`src/rtl/vl_pipe_pkg.sv`:
```
// Shared constants and helpers for the elastic register pipeline.
package vl_pipe_pkg;

    localparam int VL_PIPE_GLOBAL   = 0;
    localparam int VL_PIPE_COLLAPSE = 1;

    function automatic int vl_pipe_cnt_w(input int depth);
        return $clog2(depth + 1);
    endfunction

endpackage

```
`src/rtl/vl_pipe_stage.sv`:
```
// One register slice of the elastic pipeline: a valid bit plus a data word
// that only captures on a valid load and is left alone by flush.
module vl_pipe_stage #(
    parameter int DW = 8
) (
    input  logic          clk_i,
    input  logic          reset_i,
    input  logic          flush_i,
    input  logic          load_i,
    input  logic          up_valid_i,
    input  logic [DW-1:0] up_data_i,
    input  logic          down_ready_i,
    output logic          v_o,
    output logic [DW-1:0] d_o,
    output logic          ready_o
);

    logic          v_q, v_d;
    logic [DW-1:0] d_q, d_d;

    always_comb begin
        v_d = v_q;
        d_d = d_q;
        if (flush_i) begin
            v_d = 1'b0;
        end else if (load_i) begin
            v_d = up_valid_i;
            // Bubbles never overwrite the held word.
            if (up_valid_i) begin
                d_d = up_data_i;
            end
        end
    end

    always_ff @(posedge clk_i) begin
        if (reset_i) begin
            v_q <= 1'b0;
            d_q <= '0;
        end else begin
            v_q <= v_d;
            d_q <= d_d;
        end
    end

    assign v_o     = v_q;
    assign d_o     = d_q;
    assign ready_o = !v_q || down_ready_i;

endmodule

```
`src/rtl/vl_pipe_elastic.sv`:
```
// Elastic PIPE_DEPTH-stage pipeline with valid/ready on both ends, flush and
// occupancy; COLLAPSE picks per-stage stalls or a single global advance.
module vl_pipe_elastic
    import vl_pipe_pkg::*;
#(
    parameter int PIPE_DEPTH = 2,
    parameter int PIPE_DW    = 8,
    parameter int COLLAPSE   = VL_PIPE_COLLAPSE
) (
    input  logic                                    clk,
    input  logic                                    reset,
    input  logic                                    flush,
    input  logic                                    in_valid,
    output logic                                    in_ready,
    input  logic [PIPE_DW-1:0]                      in_data,
    output logic                                    out_valid,
    input  logic                                    out_ready,
    output logic [PIPE_DW-1:0]                      out_data,
    output logic [vl_pipe_cnt_w(PIPE_DEPTH)-1:0]    occupancy
);

    localparam int CNT_W = vl_pipe_cnt_w(PIPE_DEPTH);

    if (PIPE_DEPTH < 1) begin : g_bad_depth
        $error("vl_pipe_elastic: PIPE_DEPTH must be >= 1");
    end
    if (COLLAPSE != VL_PIPE_GLOBAL && COLLAPSE != VL_PIPE_COLLAPSE) begin : g_bad_mode
        $error("vl_pipe_elastic: COLLAPSE must be 0 or 1");
    end

    logic [PIPE_DEPTH-1:0] v;
    logic [PIPE_DEPTH-1:0] r;
    logic [PIPE_DEPTH-1:0] load;
    logic [PIPE_DW-1:0]    d [PIPE_DEPTH];
    logic                  adv;

    assign adv = out_ready || !v[0];

    // Stage k-1 is downstream of stage k; the top stage is fed by the producer.
    for (genvar k = 0; k < PIPE_DEPTH; k++) begin : g_stage
        logic               up_valid;
        logic [PIPE_DW-1:0] up_data;
        logic               down_ready;

        if (k == PIPE_DEPTH - 1) begin : g_top
            assign up_valid = in_valid;
            assign up_data  = in_data;
        end else begin : g_mid
            assign up_valid = v[k+1];
            assign up_data  = d[k+1];
        end

        if (k == 0) begin : g_out
            assign down_ready = out_ready;
        end else begin : g_chain
            assign down_ready = r[k-1];
        end

        assign load[k] = (COLLAPSE == VL_PIPE_COLLAPSE) ? r[k] : adv;

        vl_pipe_stage #(.DW(PIPE_DW)) u_stage (
            .clk_i        (clk),
            .reset_i      (reset),
            .flush_i      (flush),
            .load_i       (load[k]),
            .up_valid_i   (up_valid),
            .up_data_i    (up_data),
            .down_ready_i (down_ready),
            .v_o          (v[k]),
            .d_o          (d[k]),
            .ready_o      (r[k])
        );
    end

    assign in_ready  = (COLLAPSE == VL_PIPE_COLLAPSE) ? r[PIPE_DEPTH-1] : adv;
    assign out_valid = v[0];
    assign out_data  = d[0];

    always_comb begin
        occupancy = '0;
        for (int k = 0; k < PIPE_DEPTH; k++) begin
            occupancy = occupancy + CNT_W'(v[k]);
        end
    end

endmodule

```
`config.mk`:
```
export PLATFORM = sky130hd
export DESIGN_NAME = vl_pipe_elastic
export DESIGN_NICKNAME = d
export VERILOG_FILES = /design/src/rtl/vl_pipe_pkg.sv /design/src/rtl/vl_pipe_stage.sv /design/src/rtl/vl_pipe_elastic.sv
export SDC_FILE = /design/constraint.sdc
export NUM_CORES = 1
export LEC_CHECK = 0
export CORE_MARGIN = 1
export CORE_UTILIZATION = 48
export CTS_CLUSTER_DIAMETER = 40
export DETAILED_ROUTE_END_ITERATION = 12
export GPL_ROUTABILITY_DRIVEN = 0
export GPL_TIMING_DRIVEN = 0
export PLACE_DENSITY = 0.82
export SLEW_MARGIN = 25
export SYNTH_ARGS = -nofsm -noshare
export SYNTH_HDL_FRONTEND = slang
export SYNTH_HIERARCHICAL = 1
export SYNTH_SLANG_ARGS = --single-unit
```
`constraint.sdc`:
```
create_clock -name clk -period 2.8 [get_ports clk]
set_clock_uncertainty 0.15 [all_clocks]
set_input_delay 0.56 -clock clk [delete_from_list [all_inputs] [get_ports clk]]
set_output_delay 0.56 -clock clk [all_outputs]
set_load 0.005 [all_outputs]
```
; Yosys cells after proc, flatten, opt, wreduce, memory -nomap -nowiden
; Cells that the tools add are included.
[word_totals]
register_bits = 18
[classes]
add_sub_neg = 1
bitwise = 1
n_reduce_logical = 7
[ops]
columns = operator, n
row1 = $reduce_and 3->1, 2
row2 = $add 1x1->2, 1
row3 = $logic_not 1->1, 2
row4 = $logic_or 1x1->1, 2
row5 = $reduce_or 2->1, 1
row6 = $not 1->1, 1

; Depth between registers and ports, before layout
; Gate-level depths: netlist (run 1).
[depth]
word_depth = 4
ltp_mapped = 5

; Cells and area by module
; The synthesis (run 1) kept the hierarchy.
[modules_own_cells]
columns = mod, instances, cells_each, area_each_um2, seq_area_each_um2
row1 = vl_pipe_stage, 2, 39, 405.4, 180.2
row2 = vl_pipe_elastic, 1, 1, 12.5, 0.0

; Worst setup path after synthesis (run 1)
; Ideal clock, no wire load.
[synth_path]
kind = input port to output port
from = in out_ready
to = out in_ready
arrival_ns = 0.899
required_ns = 2.090
path_slack_ns = 1.191
cell_stages = 2
path_buffers = 0
cell_sequence = nand2b_1 nand2b_1
[synth_between]
elab_chain_cells = 2
[synth_rtl]
columns = item, line_no
row1 = "start, declared", vl_pipe_elastic.sv:17  ; input logic out_ready,
row2 = $logic_or 1x1->1 (2 in a row), vl_pipe_stage.sv:47  ; assign ready_o = !v_q || down_ready_i;
row3 = "end, declared", vl_pipe_elastic.sv:14  ; output logic in_ready,
; No other way between the ends.

; Final worst setup path (run 1)
[layout_path]
from = in out_ready
to = out in_ready
[layout_between]
elab_chain_cells = 2
[layout_rtl]
columns = item, line_no
row1 = $logic_or 1x1->1, vl_pipe_stage.sv:47
row2 = net g_stage[1].down_ready, vl_pipe_elastic.sv:43  ; logic down_ready;
row3 = $logic_or 1x1->1, vl_pipe_stage.sv:47
; The timed path passes the listed nets, and every way through them passes these cells.

==> impl_metrics.py, run 1 <==
metrics = {
    "run_status": {
        "outcome": "complete, but fails checks",
        "violations": "design-rule violations",
    },
    "grt": {
        "met1_usage": 0.251,
        "first_global_vias": 547,
        "grt_pass1_wl_um": 2440,
        "grt-ovfl-total": 0,
        "globalRoute.busiestLayer": "met1",
        "grt_max_degree": 17,
        "grt.met3_usage": 0.0375,
        "met2_usage": 0.248,
        "antenna_violations_before_repair": 0,
        "grtUsageTotal": 0.178,
    },
    "final_layout": {
        "final_layout_size_suffix_gt1_frac": 0.0561,
        "most-common-layout-cells": "sky130_fd_sc_hd__nand2b_1 (34), sky130_fd_sc_hd__clkdlybuf4s50_1 (24), sky130_fd_sc_hd__mux2i_1 (18), sky130_fd_sc_hd__dfxtp_1 (18), sky130_fd_sc_hd__clkbuf_4 (3)",
        "filler_cell_count": 114,
        "area.growth.synth_to_final_pct": 36.0,
        "mostFrequentLayoutCell": "sky130_fd_sc_hd__nand2b_1",
        "finish.net_count": 122,
        "n_antenna_cell": 0,
        "layoutNonFillerInstCount": 123,
    },
    "cts": {
        "tritoncts": "done",
        "tritoncts.num_buffers": 3,
        "clk_root_buffer_cell": "sky130_fd_sc_hd__clkbuf_4",
        "cts.sinks": 18,
        "clk_pin_slew_worst_paths_ns": 0.11,
        "clockBufferDepth": 2,
        "post_cts_hold_buffer_count": 0,
        "gates_resized_cts_repair": 0,
        "cts-htree-levels": 1,
        "cts.repair_timing.setup_buffer_count": 0,
        "worstSkewPairLatency_ns": 0.29,
    },
    "pwr": {
        "power.clock.fraction": 0.333,
        "power_switching_share": 0.219,
        "power.sequential.fraction": 0.551,
        "internal-power_w": 0.000380,
        "cellPowerDensity_nw_per_um2": 434,
        "share_comb_of_total_power": 0.116,
        "vdd_drop_max_v": 0.000244,
        "leakage_nw": 0.418,
        "total_switching_power_w": 0.000106,
    },
    "synthesis": {
        "post_synth_inst_count": 79,
        "synthDistinctLibCells": 8,
        "post_synth_main_area_contributors": "sky130_fd_sc_hd__dfxtp_1 (44%), sky130_fd_sc_hd__nand2b_1 (26%), sky130_fd_sc_hd__mux2i_1 (22%)",
        "syn_area_um2": 823,
        "synth.largest_area_cell": "sky130_fd_sc_hd__dfxtp_1",
        "avgSynthCellArea_um2": 10.4,
        "synth-seq-area-share": 0.438,
        "yosysTopAreaCellShare": 0.438,
        "postSynthNetCount": 93,
        "synth-warning-count": 6,
        "synth_seq_cells": 18,
    },
    "detailed_routing": {
        "wirelength_um": 1460,
        "route.detailed.vias_per_inst": 5.02,
        "drt-wirelength-per-cell_um": 11.9,
        "initialDrtViolationCount": 19,
        "total_drc_errors_in_the_routed_layout": 4,
        "detailroute.via_count": 617,
        "final_antenna_net_count": 0,
        "drt_first_pass_iters": 8,
    },
    "timing": {
        "min_period_over_period": 0.925,
        "highest_clock_rate_mhz": 386,
        "timing.max_slew.rel_slack": 0.731,
        "finalCriticalPeriod_ns": 2.59,
        "rsz0062_at_grt": "no",
        "number_of_pins_with_negative_max_slew_slack_in_the_final_report": 0,
        "fin_setup_tns_ns": 0,
        "timing.final.hold_violations": 0,
        "max_slew.worst_pin.slew_ns": 0.402,
        "final-setup-viol-count": 0,
    },
    "place": {
        "io_buffer_count": 24,
        "placed_cell_count": 119,
        "place_hpwl_um": 1060,
    },
    "floorplanning": {
        "die_area_um2": 1880,
        "die_span_x_um": 43.4,
        "num_rows": 14,
        "ioPinCount": 25,
        "dieHeight_um": 43.4,
        "initial_core_util": 0.528,
        "design.core.area_um2": 1560,
    },
    "hold_path": {
        "hold_path_class": "flop to flop",
    },
    "critical_path": {
        "worstSetupEndpointType": "output pin",
        "category_of_the_worst_setup_path_launch_point": "input pin",
        "register_to_register_setup_slack_ns": 1.36,
        "timing.critical_path.required_ns": 2.09,
        "critPathKind": "input pin to output pin",
        "biggest_fanout_along_the_worst_timing_path": 3,
        "worst-endpoint-arrival_ns": 1.88,
    },
    "run": {
        "number_of_maximum_capacitance_constraint_violations": 0,
    },
}
-- logic make-up after synthesis --
kind of cell	count (synthesis)	share of synthesized area
AND/OR/NAND/NOR	38	0.292
flip-flops	18	0.438
multiplexers	18	0.219
adder cells (fa/ha/maj)	1	0.0152
buffers and inverters	4	0.0365
-- cell usage after synthesis (all sizes together) --
| cell | instances |
|---|---|
| mux2i | 18 |
| ha | 1 |
| nor3 | 2 |
| nand2b | 34 |
| dfxtp | 18 |
| and3b | 2 |
| clkbuf | 2 |
| buf | 2 |
-- final timing paths --
check	start	endpoint	cells after the start
setup reg to reg	g_stage[0].u_stage/v_o$_SDFFE_PP0P_	g_stage[1].u_stage/d_o[5]$_SDFFE_PP0P_	5
setup / recovery	out_ready	in_ready	4
hold / removal	g_stage[0].u_stage/d_o[0]$_SDFFE_PP0P_	g_stage[0].u_stage/d_o[0]$_SDFFE_PP0P_	2
hold reg to reg	g_stage[0].u_stage/d_o[0]$_SDFFE_PP0P_	g_stage[0].u_stage/d_o[0]$_SDFFE_PP0P_	2
-- power by group through the flow --
stage / Clock (W) / Sequential (W) / Combinational [W]
2_1_floorplan: 0 / 0.000273 / 0.0000295
3_3_place_gp: 0 / 0.000273 / 0.0000551
3_5_place_dp: 0 / 0.000274 / 0.0000565
4_1_cts: 0.000168 / 0.000268 / 0.0000566
5_1_grt: 0.000180 / 0.000269 / 0.0000611
6_report: 0.000162 / 0.000268 / 0.0000563
-- layer usage --
| metal | part of all wire | routed length (um) |
|---|---|---|
| met1 | 0.50 | 732 |
| met2 | 0.46 | 670 |
| met3 | 0.033 | 48 |
| met4 | 0.0089 | 13 |
| met5 | 0 | 0 |
-- metrics by stage --
stage	hold slack [ns]	power (W)	utilization	instance area [um2]	worst slack, ns
after global routing	0.352	0.000510	0.718	1120	0.156
after global placement	0.307	0.000329	0.695	1080	0.266
final	0.329	0.000486	0.718	1120	0.211
after CTS	0.334	0.000493	0.718	1120	0.218
after floorplan	0.299	0.000302	-	823	1.19
after detailed placement	0.313	0.000330	0.695	1080	0.248
-- worst max-delay path: stages --
cell and delay [ns]:
sky130_fd_sc_hd__clkdlybuf4s50_1 0.44, sky130_fd_sc_hd__nand2b_1 0.17, sky130_fd_sc_hd__nand2b_1 0.19, sky130_fd_sc_hd__clkdlybuf4s50_1 0.52
-- cell type report --
class,count,area (um2),area share
well taps,16,20.0,0.0179
flip-flops and latches,18,360,0.322
repair buffers,24,240,0.215
plain buffers,4,30.0,0.0268
clock buffers,4,36.3,0.0324
multi-input cells,57,433,0.387
-- sequential cells by signal, indices dropped and copies added, names as in the netlist --
signal               cells
g_stage.u_stage/v_o      2
g_stage.u_stage/d_o     16
Power figures use the tool's default switching activity.
==> inputs of run 2 (changes only) <==
--- a/config.mk
+++ b/config.mk
@@ -6,14 +6,15 @@
 export NUM_CORES = 1
 export LEC_CHECK = 0
 export CORE_MARGIN = 1
-export CORE_UTILIZATION = 48
-export CTS_CLUSTER_DIAMETER = 40
+export CORE_UTILIZATION = 51
+export CTS_BUF_LIST = sky130_fd_sc_hd__clkbuf_4 sky130_fd_sc_hd__clkbuf_8
 export DETAILED_ROUTE_END_ITERATION = 12
 export GPL_ROUTABILITY_DRIVEN = 0
 export GPL_TIMING_DRIVEN = 0
-export PLACE_DENSITY = 0.82
+export PLACE_DENSITY = 0.86
 export SLEW_MARGIN = 25
 export SYNTH_ARGS = -nofsm -noshare
 export SYNTH_HDL_FRONTEND = slang
 export SYNTH_HIERARCHICAL = 1
 export SYNTH_SLANG_ARGS = --single-unit
+export TNS_END_PERCENT = 50
==> run 2 against run 1 <==
  * The run now ends clean
  * Final cell count decreased by 0.81%
  * Critical path depth unchanged
  * Combinational power is 0.9% higher
  * Sequential share of layout area up 0.40 points
  * Critical endpoint unchanged
  * Largest power group unchanged
==> impl_metrics.py, run 2 (same netlist as run 1, synthesis figures left out) <==
metrics = {
    "run_status": {
        "outcome": "complete, no violations",
    },
    "critical_path": {
        "critPathKind": "input pin to output pin",
        "crit-reg2reg-launch": "g_stage[0].u_stage/v_o$_SDFFE_PP0P_",
        "cpMaxStageDelayCell": "sky130_fd_sc_hd__clkdlybuf4s50_1",
        "register_to_register_setup_slack_ns": 1.39,
        "biggest_fanout_along_the_worst_timing_path": 3,
        "rr_endpoint": "g_stage[1].u_stage/d_o[2]$_SDFFE_PP0P_",
        "critical_path.max_stage_delay_ns": 0.52,
        "cp_cell_sequence": "clkdlybuf4s50_1 -> nand2b_1 -> nand2b_1 -> clkdlybuf4s50_1",
        "timing.critical_path.required_ns": 2.09,
        "worstSetupEndpointType": "output pin",
        "critPathTopFamily": "buffers and inverters",
        "worst-endpoint-arrival_ns": 1.84,
        "category_of_the_worst_setup_path_launch_point": "input pin",
        "number_of_buffers_and_inverters_on_the_critical_path": 2,
        "r2r_cells": 5,
    },
    "detailed_routing": {
        "route.detailed.vias_per_inst": 4.98,
        "final_antenna_net_count": 0,
        "detailroute.via_count": 607,
        "wirelength_um": 1480,
        "total_drc_errors_in_the_routed_layout": 0,
        "drt-wirelength-per-cell_um": 12.1,
        "initialDrtViolationCount": 11,
        "drt_first_pass_iters": 4,
    },
    "timing": {
        "rsz0062_at_grt": "no",
        "hold-worst-slack_ns": 0.326,
        "min_period_over_period": 0.912,
        "timing.max_slew.rel_slack": 0.738,
        "fin_setup_tns_ns": 0,
        "number_of_pins_with_negative_max_slew_slack_in_the_final_report": 0,
        "timing.final.hold_violations": 0,
        "finalCriticalPeriod_ns": 2.55,
        "highest_clock_rate_mhz": 392,
        "final-setup-viol-count": 0,
        "setup_ws_ns": 0.247,
        "max_slew.worst_pin.slew_ns": 0.392,
    },
    "floorplanning": {
        "dieHeight_um": 42.2,
        "num_rows": 14,
        "initial_core_util": 0.547,
        "die_area_um2": 1780,
        "ioPinCount": 25,
        "die_span_x_um": 42.2,
        "design.core.area_um2": 1510,
    },
    "cts": {
        "clk_root_buffer_cell": "sky130_fd_sc_hd__clkbuf_4",
        "clockBufferDepth": 2,
        "cts.sinks": 18,
        "tritoncts": "done",
        "tritoncts.num_buffers": 3,
        "clk_pin_slew_worst_paths_ns": 0.09,
        "gates_resized_cts_repair": 0,
        "cts.repair_timing.setup_buffer_count": 0,
        "worstSkewPairLatency_ns": 0.28,
        "post_cts_hold_buffer_count": 0,
        "cts-htree-levels": 1,
    },
    "pwr": {
        "leakage_nw": 0.411,
        "vdd_drop_max_v": 0.000237,
        "cellPowerDensity_nw_per_um2": 404,
        "final_total_pwr_w": 0.000447,
    },
    "final_layout": {
        "area.growth.synth_to_final_pct": 34.3,
        "mostFrequentLayoutCell": "sky130_fd_sc_hd__nand2b_1",
        "sequential_cell_area_um2": 360,
        "most-common-layout-cells": "sky130_fd_sc_hd__nand2b_1 (34), sky130_fd_sc_hd__clkdlybuf4s50_1 (24), sky130_fd_sc_hd__mux2i_1 (18), sky130_fd_sc_hd__dfxtp_1 (18), sky130_fd_sc_hd__clkbuf_4 (3)",
        "n_antenna_cell": 0,
        "final_layout_size_suffix_gt1_frac": 0.0472,
        "largest_register_ffs": 16,
        "finalCoreUtilization": 0.734,
        "multi_input_comb_area_um2": 433,
        "finish.net_count": 122,
        "filler_cell_count": 112,
    },
    "grt": {
        "antenna_violations_before_repair": 0,
        "grt_max_degree": 17,
        "grtUsageTotal": 0.192,
        "first_global_vias": 611,
        "grt_pass1_wl_um": 2550,
        "grt-ovfl-total": 0,
    },
    "hold_path": {
        "hold_path_class": "flop to flop",
        "worst_hold_startpoint": "g_stage[0].u_stage/d_o[0]$_SDFFE_PP0P_",
        "timing.hold.worst_endpoint": "g_stage[0].u_stage/d_o[0]$_SDFFE_PP0P_",
        "worst_hold_path.num_cells": 2,
    },
    "place": {
        "io_buffer_count": 24,
        "pre_cts_ws_ns": 0.262,
        "place_hpwl_um": 1110,
    },
    "run": {
        "number_of_maximum_capacitance_constraint_violations": 0,
    },
}
==> run 2: changes by cell type in the layout (fill, tap and decap cells not counted), sizes merged <==
cell    delta
clkbuf     -1
==> run 2: tightest hold or removal path, delay by kind of cell, from the launching register on <==
family	cells	cell delay (ns)
AND/OR/NAND/NOR	1	0.06
multiplexers	1	0.05
flip-flops	1	0.32
==> run 2: area by class of cell <==
type	instances	share of cell area
flip-flops and latches	18	0.326
multi-input cells	57	0.391
repair buffers	24	0.217
plain buffers	4	0.0271
well taps	16	0.0181
clock buffers	3	0.0204
==> run 2: where the power goes <==
part           switching (W)  leakage [nW]  internal (W)
registers         0.00000447         0.146      0.000263
clock network      0.0000724        0.0138     0.0000499
logic              0.0000198         0.251     0.0000370
total              0.0000966         0.411      0.000350
==> run 2: worst max path at each step <==
stage | from | cells after the start | slack, ns | endpoint
after floorplan | out_ready | 2 | 1.19 | in_ready
after global placement | out_ready | 4 | 0.27 | in_ready
after detailed placement | out_ready | 4 | 0.26 | in_ready
after CTS | out_ready | 4 | 0.25 | in_ready
after global routing | out_ready | 4 | 0.15 | in_ready
final | out_ready | 4 | 0.25 | in_ready
==> run 2: stage by stage <==
step                      instances  cell area, um2
after CTS                       122            1110
after floorplan                  79             823
after global routing            122            1110
final                           122            1110
after global placement          119            1080
after detailed placement        119            1080
==> run 2: routing by layer <==
layer,vias to the layer above,wire (um),track usage
li1,314,-,-
met1,277,653,0.197
met2,14,760,0.354
met3,2,50,0.0388
met4,0,17,0.113
met5,-,0,0
